$ cat src/rtl/addsub_pkg.sv
`default_nettype none
// +--------------------------------------------------------------------+
// | addsub_pkg: shared types and sizing helpers for the skip adder.    |
// | Rev 1.0                                                            |
// +--------------------------------------------------------------------+
package addsub_pkg;

    typedef enum logic {
        OP_ADD = 1'b0,
        OP_SUB = 1'b1
    } op_e;

    localparam int DEFAULT_BLK = 32;

    function automatic int num_stages(input int w, input int blk);
        return w / blk;
    endfunction

    // Bit offset of stage k's operand-skew slice (stage k holds blocks k+1..ns-1)
    function automatic int skew_off(input int ns, input int blk, input int k);
        return (k <= 0) ? 0 : blk * (k * (ns - 1) - (k * (k - 1)) / 2);
    endfunction

    // Bit offset of stage k's result-deskew slice (stage k holds blocks 0..k)
    function automatic int desk_off(input int blk, input int k);
        return (k <= 0) ? 0 : blk * ((k * (k + 1)) / 2);
    endfunction

endpackage
`default_nettype wire

$ cat src/rtl/skip_block.sv
`default_nettype none
// +--------------------------------------------------------------------+
// | skip_block: BLK-bit ripple add with propagate-driven carry skip.   |
// | Rev 1.0                                                            |
// +--------------------------------------------------------------------+
module skip_block
    import addsub_pkg::*;
#(
    parameter int BLK = DEFAULT_BLK
) (
    input  logic [BLK-1:0] a,
    input  logic [BLK-1:0] b,
    input  logic           cin,
    output logic [BLK-1:0] sum,
    output logic           cout
);

    logic [BLK:0] ripple;
    logic         prop;

    always_comb begin
        ripple = {1'b0, a} + {1'b0, b} + {{BLK{1'b0}}, cin};
        prop   = &(a ^ b);
        sum    = ripple[BLK-1:0];
        cout   = prop ? cin : ripple[BLK];
    end

endmodule
`default_nettype wire

$ cat src/rtl/pipelined_skip_addsub.sv
`default_nettype none
// +--------------------------------------------------------------------+
// | pipelined_skip_addsub: W-bit add/sub, one BLK-bit block per stage. |
// | Optional flags (out_zero/out_neg/out_ovf) under ADDSUB_FLAGS_EN.   |
// | Rev 1.0                                                            |
// +--------------------------------------------------------------------+
module pipelined_skip_addsub
    import addsub_pkg::*;
#(
    parameter int W   = 128,
    parameter int BLK = DEFAULT_BLK
) (
    input  logic         clk,
    input  logic         rst_n,
    input  logic         in_valid,
    output logic         in_ready,
    input  logic [W-1:0] in_a,
    input  logic [W-1:0] in_b,
    input  logic         in_cin,
    input  logic         in_sub,
    output logic         out_valid,
    input  logic         out_ready,
    output logic [W-1:0] out_sum,
    output logic         out_cout
`ifdef ADDSUB_FLAGS_EN
    ,
    output logic         out_zero,
    output logic         out_neg,
    output logic         out_ovf
`endif
);

    localparam int NS       = num_stages(W, BLK);
    localparam int SKW_BITS = (NS > 1) ? (BLK * NS * (NS - 1)) / 2 : 1;
    localparam int DSK_BITS = (BLK * NS * (NS + 1)) / 2;
    localparam int FIN_OFF  = desk_off(BLK, NS - 1);

    if ((W % BLK) != 0 || W < BLK) begin : g_bad_cfg
        $error("pipelined_skip_addsub: W must be a non-zero multiple of BLK");
    end

    logic [NS-1:0]       valid_q, valid_d;
    logic [NS-1:0]       carry_q, carry_d;
    logic [SKW_BITS-1:0] a_skew_q, a_skew_d;
    logic [SKW_BITS-1:0] b_skew_q, b_skew_d;
    logic [DSK_BITS-1:0] sum_q, sum_d;

    logic [BLK-1:0] blk_a [NS];
    logic [BLK-1:0] blk_b [NS];
    logic [BLK-1:0] blk_s [NS];
    logic [NS-1:0]  blk_ci;
    logic [NS-1:0]  blk_co;

    logic [W-1:0] b_eff;
    logic         advance;
    op_e          op;

    always_comb begin
        op    = op_e'(in_sub);
        b_eff = (op == OP_SUB) ? ~in_b : in_b;
    end

    assign advance   = ~valid_q[NS-1] | out_ready;
    assign in_ready  = advance;
    assign out_valid = valid_q[NS-1];
    assign out_sum   = sum_q[FIN_OFF +: W];
    assign out_cout  = carry_q[NS-1];

    for (genvar k = 0; k < NS; k++) begin : g_stage
        localparam int DOFF = desk_off(BLK, k);
        localparam int DPRV = desk_off(BLK, k - 1);

        if (k == 0) begin : g_first
            assign blk_a[k]   = in_a[BLK-1:0];
            assign blk_b[k]   = b_eff[BLK-1:0];
            assign blk_ci[k]  = in_cin;
            assign valid_d[k] = in_valid;
        end else begin : g_next
            localparam int SPRV = skew_off(NS, BLK, k - 1);
            assign blk_a[k]   = a_skew_q[SPRV +: BLK];
            assign blk_b[k]   = b_skew_q[SPRV +: BLK];
            assign blk_ci[k]  = carry_q[k-1];
            assign valid_d[k] = valid_q[k-1];
            for (genvar j = 0; j < k; j++) begin : g_deskew
                assign sum_d[DOFF + j*BLK +: BLK] = sum_q[DPRV + j*BLK +: BLK];
            end
        end

        skip_block #(
            .BLK (BLK)
        ) u_blk (
            .a    (blk_a[k]),
            .b    (blk_b[k]),
            .cin  (blk_ci[k]),
            .sum  (blk_s[k]),
            .cout (blk_co[k])
        );

        assign carry_d[k]                 = blk_co[k];
        assign sum_d[DOFF + k*BLK +: BLK] = blk_s[k];

        // Upper operand blocks ride along until their stage consumes them
        if (k < NS - 1) begin : g_skew
            localparam int SOFF = skew_off(NS, BLK, k);
            for (genvar j = k + 1; j < NS; j++) begin : g_blk
                if (k == 0) begin : g_src_in
                    assign a_skew_d[SOFF + (j-k-1)*BLK +: BLK] = in_a[j*BLK +: BLK];
                    assign b_skew_d[SOFF + (j-k-1)*BLK +: BLK] = b_eff[j*BLK +: BLK];
                end else begin : g_src_prev
                    localparam int SPRV = skew_off(NS, BLK, k - 1);
                    assign a_skew_d[SOFF + (j-k-1)*BLK +: BLK] = a_skew_q[SPRV + (j-k)*BLK +: BLK];
                    assign b_skew_d[SOFF + (j-k-1)*BLK +: BLK] = b_skew_q[SPRV + (j-k)*BLK +: BLK];
                end
            end
        end
    end

    if (NS == 1) begin : g_no_skew
        assign a_skew_d = '0;
        assign b_skew_d = '0;
    end

    always_ff @(posedge clk or negedge rst_n) begin
        if (!rst_n) begin
            valid_q  <= '0;
            carry_q  <= '0;
            a_skew_q <= '0;
            b_skew_q <= '0;
            sum_q    <= '0;
        end else if (advance) begin
            valid_q  <= valid_d;
            carry_q  <= carry_d;
            a_skew_q <= a_skew_d;
            b_skew_q <= b_skew_d;
            sum_q    <= sum_d;
        end
    end

`ifdef ADDSUB_FLAGS_EN
    logic zero_q, zero_d;
    logic neg_q,  neg_d;
    logic ovf_q,  ovf_d;
    logic msb_carry;

    always_comb begin
        msb_carry = blk_s[NS-1][BLK-1] ^ blk_a[NS-1][BLK-1] ^ blk_b[NS-1][BLK-1];
        zero_d    = (sum_d[FIN_OFF +: W] == '0);
        neg_d     = sum_d[FIN_OFF + W - 1];
        ovf_d     = msb_carry ^ blk_co[NS-1];
    end

    always_ff @(posedge clk or negedge rst_n) begin
        if (!rst_n) begin
            zero_q <= 1'b0;
            neg_q  <= 1'b0;
            ovf_q  <= 1'b0;
        end else if (advance) begin
            zero_q <= zero_d;
            neg_q  <= neg_d;
            ovf_q  <= ovf_d;
        end
    end

    assign out_zero = zero_q;
    assign out_neg  = neg_q;
    assign out_ovf  = ovf_q;
`endif

endmodule
`default_nettype wire

$ cat config.mk
export PLATFORM = sky130hd
export DESIGN_NAME = pipelined_skip_addsub
export DESIGN_NICKNAME = d
export VERILOG_FILES = /design/src/rtl/addsub_pkg.sv /design/src/rtl/skip_block.sv /design/src/rtl/pipelined_skip_addsub.sv
export SDC_FILE = /design/constraint.sdc
export NUM_CORES = 2
export LEC_CHECK = 0
export BUFFER_PORTS_ARGS = -buffer_cell sky130_fd_sc_hd__buf_4
export CAP_MARGIN = 15
export CELL_PAD_IN_SITES_DETAIL_PLACEMENT = 1
export CELL_PAD_IN_SITES_GLOBAL_PLACEMENT = 2
export CORE_MARGIN = 4
export CORE_UTILIZATION = 36
export DETAILED_ROUTE_END_ITERATION = 10
export GPL_TIMING_DRIVEN = 0
export MAX_ROUTING_LAYER = met4
export PLACE_DENSITY_LB_ADDON = 0.1
export SKIP_CTS_REPAIR_TIMING = 1
export SLEW_MARGIN = 30
export SYNTH_ARGS = -nofsm -noshare
export SYNTH_HDL_FRONTEND = slang
export SYNTH_SLANG_ARGS = --single-unit
$ cat constraint.sdc
create_clock -name clk -period 4.22 [get_ports clk]
set_input_delay 0.211 -clock clk [delete_from_list [all_inputs] [get_ports clk]]
set_output_delay 0.211 -clock clk [all_outputs]
set_load 0.02 [all_outputs]
* After elaboration in Yosys (flattened, before gate mapping) *
Index checks and enable logic that the tools add are counted.

word-level totals
  input bits = 262
  word-level logic and storage cells = 29
  register bits = 712

cells by class
  bitwise logic cells = 7
  add/sub/neg operators = 8
  mux-type cells = 5
  reduce and logical (&&, ||, !) cells = 4

operator list
  cell               number
  $add 32x32->33     4
  $add 33x1->33      4
  $mux 128           1
  $not 128->128      1
  $reduce_and 32->1  4
  $xor 32x32->32     4
  $mux 1             4
  $not 1->1          1
  $or 1x1->1         1

* Depth between registers and ports, before layout *
  depth in word-level cells = 5
  gate-level depth with buffers = 16
  gate-level depth less buffers = 14

* By module *
Synthesis repeated with hierarchy kept, for this count alone.

unflattened totals
  cells, all modules = 2,757
  area, all modules = 38,017.7 um2

by module, submodules not included
  module                              area each (um2)  instances  sequential area each (um2)  cells each
  pipelined_skip_addsub               30,923.4         1          17,817.1                    1,774
  skip_block at g_stage[1].u_blk ...  1,727.9          3          0.0                         234
  skip_block at g_stage[0].u_blk      1,910.6          1          0.0                         281

* Worst setup path before layout *
Ideal clock, no wire load.

  path kind = input -> register
  start point = in in_sub
  end point = reg carry_q[0]
  data arrival time = 3,596 ps
  path buffers = 2
  setup time = 133 ps
  slack = 491 ps
  stages on the path = 16
  path through = clkbuf_1 buf_1 xor2_1 inv_1 fa_1 inv_1 fa_1 a21o_1 a21o_1 a21oi_1 o21ba_2 o21ai_1 a2111oi_1 a21oi_1 o31ai_1 o22ai_1

on the way
  longest elaborated chain between the ends = 4

ends and longest elaborated chain
  element                                                    line                                source
  from (decl)                                                pipelined_skip_addsub.sv:20         input logic in_sub,
  $mux 128 (*)                                               pipelined_skip_addsub.sv:60         b_eff = (op == OP_SUB) ? ~in_b : in_b;
  $add 32x32->33 / $xor 32x32->32 (equally long branches)    skip_block.sv:22, skip_block.sv:23
  $add 33x1->33 / $reduce_and 32->1 (equally long branches)  skip_block.sv:22, skip_block.sv:23
  $mux 1 (*)                                                 skip_block.sv:25                    cout = prop ? cin : ripple[BLK];
  to (signal assigned)                                       pipelined_skip_addsub.sv:132        carry_q <= carry_d;
  to (decl)                                                  pipelined_skip_addsub.sv:43         logic [NS-1:0] carry_q, carry_d;

Mark *: on every way between the ends. The rest lies on a longest branch, timed or not.
A chain may end at the register's enable or synchronous reset.

* Final worst setup path *
Same ends and word-level chain as after synthesis.

==> out/qor.txt <==
# port buffers -> 391
DR iter-0 viols -> 1569
Post-synth EDFFs -> 0
crit path max fanout -> 10
Hold Path Class -> in2reg
WS Path Type -> in2reg
gr usage total -> 22.55%
cell row count -> 114
Max Freq -> 249.3 MHz
# setup viols final -> 0
Worst slew margin -> 34.84%
Die Span Y -> 319.6 um
Seq/Total Area, Yosys -> 50.97%
outcome -> complete, no violations
Syn Nets -> 4440
largest net degree at the start of global routing -> 124
drt drc -> 0
Slew @ Worst Pin -> 0.9774 ns
routing usage on met3 -> 2.765%
routed via count divided by cell count -> 4.772
slowest CP cell -> a2111oi_1
ys flop type -> dfrtp_1
Setup Skew -> 0.02751 ns
slowest stage delay, CP -> 0.61 ns
Antenna Violating Nets Remaining -> 0
synthesized cell area -> 0.03495 mm^2
CP Capture Type -> flop
Die ar. -> 0.1021 mm^2
Crit path max-delay family -> compound AO/OA/AOI/OAI gates
worst path arrival time -> 4.50 ns
drt total wl -> 115500 um
met1 usage -> 30.31%
Detail Placement HPWL -> 86240 um
initial antenna violation count -> 8
most common cell after layout, fill and taps aside -> nand2_1
met2 Track Usage GR -> 36.52%
vias -> 28960
final worst slack -> 0.2089 ns
Max clock buf depth -> 3
CP Launch Type -> input port
Hold Slack -> 0.01462 ns
area growth from synthesis to layout -> 27.21%
WL/cell -> 19.03 um
pre-CTS setup slack -> -0.8698 ns
vias in the first global route -> 29750
# IOs -> 393
crit share post-route -> 95.05%
GP Congestion -> 0.8450
Synth Register Bits -> 712
Period minus WS final -> 4.011 ns
crit path cell chain -> clkbuf_2 -> buf_2 -> xor2_1 -> inv_1 -> fa_1 -> inv_1 -> fa_1 -> a21o_1 -> a21o_1 -> a21oi_1 -> o21ba_2 -> o21ai_1 -> a2111oi_1 -> a21oi_1 -> o31ai_1 -> o22ai_1
final hold vios -> 0
CTS tree -> built
htree depth -> 3
CORE AREA -> 0.09657 mm^2
Synth Warn # -> 0
post-layout util -> 46.05%
first-pass GRT wire length -> 175400 um
Req. time, crit path -> 4.71 ns
VDD IR-drop max -> 0.0003025 V
CTS clock-pin slew for the worst setup and hold paths -> 0.06 ns
Max Slew Vio Count -> 0
Synth async-reset ratio -> 100.0%
RSZ-0062 raised after global routing -> false
Starting Density -> 36.20%
WP buf/inv -> 4
CTS sink cnt -> 712
clock root buffer -> clkbuf_16
Synth cell types -> 71
DR pass1 iterations -> 5
ratio of cells with drive above 1 in the final layout -> 14.47%
chip width -> 319.6 um
PD cells -> 782.5 mW/mm^2
clk_lat worst skew -> 0.65 ns
Leakage Power -> 22.14 nW
Nets -> 5120
Post-Synthesis Cells -> 4042
Synth Area per Inst -> 8.648 um^2
commonest non-fill, non-tap cells in the layout -> nand2_1 (1670), dfrtp_1 (712), buf_4 (518)
Top Usage Layer GRT -> met2
GRT overflow -> 0
Max Cap Viol -> 0
CTS Buf Count -> 84
[metal layers]
layer | part of all wire, % | vias up
met3 | 3.3 | 133
met1 | 46 | 14040
met5 | 0 | -
li1 | - | 14330
met2 | 48 | 458
met4 | 2.0 | 0
[sequential cells by signal, summed over array words and instances, names as in the netlist]
register / flops
sum_q: 320
a_skew_q: 192
b_skew_q: 192
carry_q: 4
valid_q: 4
[area by class of cell]
type,count,area [um^2]
Multi-Input combinational cell,2949,15220
Tap cell,1276,1597
Timing Repair Buffer,595,5137
Clock inverter,25,239.0
Buffer,332,1752
Fill cell,11310,52100
Clock buffer,127,2505
Sequential cell,712,17820
Inverter,48,183.9
Antenna cell,5,12.51
[final timing paths]
kind                       startpoint       endpoint  slack [ns]  depth (start not counted)
setup / recovery               in_sub     carry_q[0]        0.21                         16
hold reg to reg            sum_q[120]     sum_q[120]        0.46                          2
min in group asynchronous       rst_n     sum_q[252]        0.07                          2
setup reg to reg           carry_q[0]      sum_q[90]        0.58                         13
max in group asynchronous       rst_n  b_skew_q[174]        2.65                          4
hold / removal                in_a[0]       sum_q[0]        0.01                          4
[where the power goes]
group | internal, mW | switching [mW] | total (mW)
Clock | 4.28 | 2.95 | 7.23
Sequential | 9.92 | 1.86 | 11.8
Combinational | 6.30 | 9.48 | 15.8
[logic make-up after synthesis]
logic type / share of synthesized area [%]
AND/OR/NAND/NOR: 22.16
flip-flops: 50.97
AO/OA/AOI/OAI: 10.36
XOR/XNOR: 5.813
buffers and inverters: 5.480
adder cells (fa/ha/maj): 5.040
multiplexers: 0.1826
[worst min-delay path, delay by kind of cell]
family / cells / cell delay [ns]
compound gates: 1 / 0.06
fa+ha+maj: 1 / 0.17
buf+inv: 2 / 0.18
[cells in the mapped netlist, drive strengths merged (3+ instances only)]
library cell	n	area, um^2
nor4	4	25.02
a211oi	13	102.6
clkbuf	187	701.9
a221oi	4	41.29
nor2b	15	93.84
dfrtp	712	17820
nand3b	3	22.52
o21ai	219	1096
o31ai	16	120.1
o31a	5	43.79
ha	128	1602
or3	7	48.80
a2111oi	3	52.55
and3	14	87.58
or4	3	22.52
o211ai	3	22.52
mux2	3	33.78
inv	46	172.7
a31oi	20	131.4
buf	146	1033
and2	5	31.28
xnor2	152	1331
a221o	3	30.03
and4	5	43.79
nand2	1670	6269
o22ai	3	18.77
fa	8	160.2
o2111ai	3	26.28
o41ai	3	26.28
or2	3	18.77
a21o	73	549.3
nand3	29	145.1
xor2	80	700.7
mux2i	3	30.03
nand2b	19	118.9
nor2	144	540.5
nor3	14	70.07
o21a	11	82.58
a41oi	4	35.03
o21bai	17	131.4
a21oi	193	969.7
nand4	29	181.4
[per-stage QoR]
step	instance area, um^2	TNS, ns	cells	power, mW
CTS	42490	-0.2098	5869	35.12
finish	44470	0	6069	34.80
global route	44470	0	6069	37.71
global placement	39490	-3954.54	5709	27.34
floorplan	34950	0	4042	21.96
detailed placement	39740	-2.186	5717	27.69
Power figures use the tool's default switching activity.
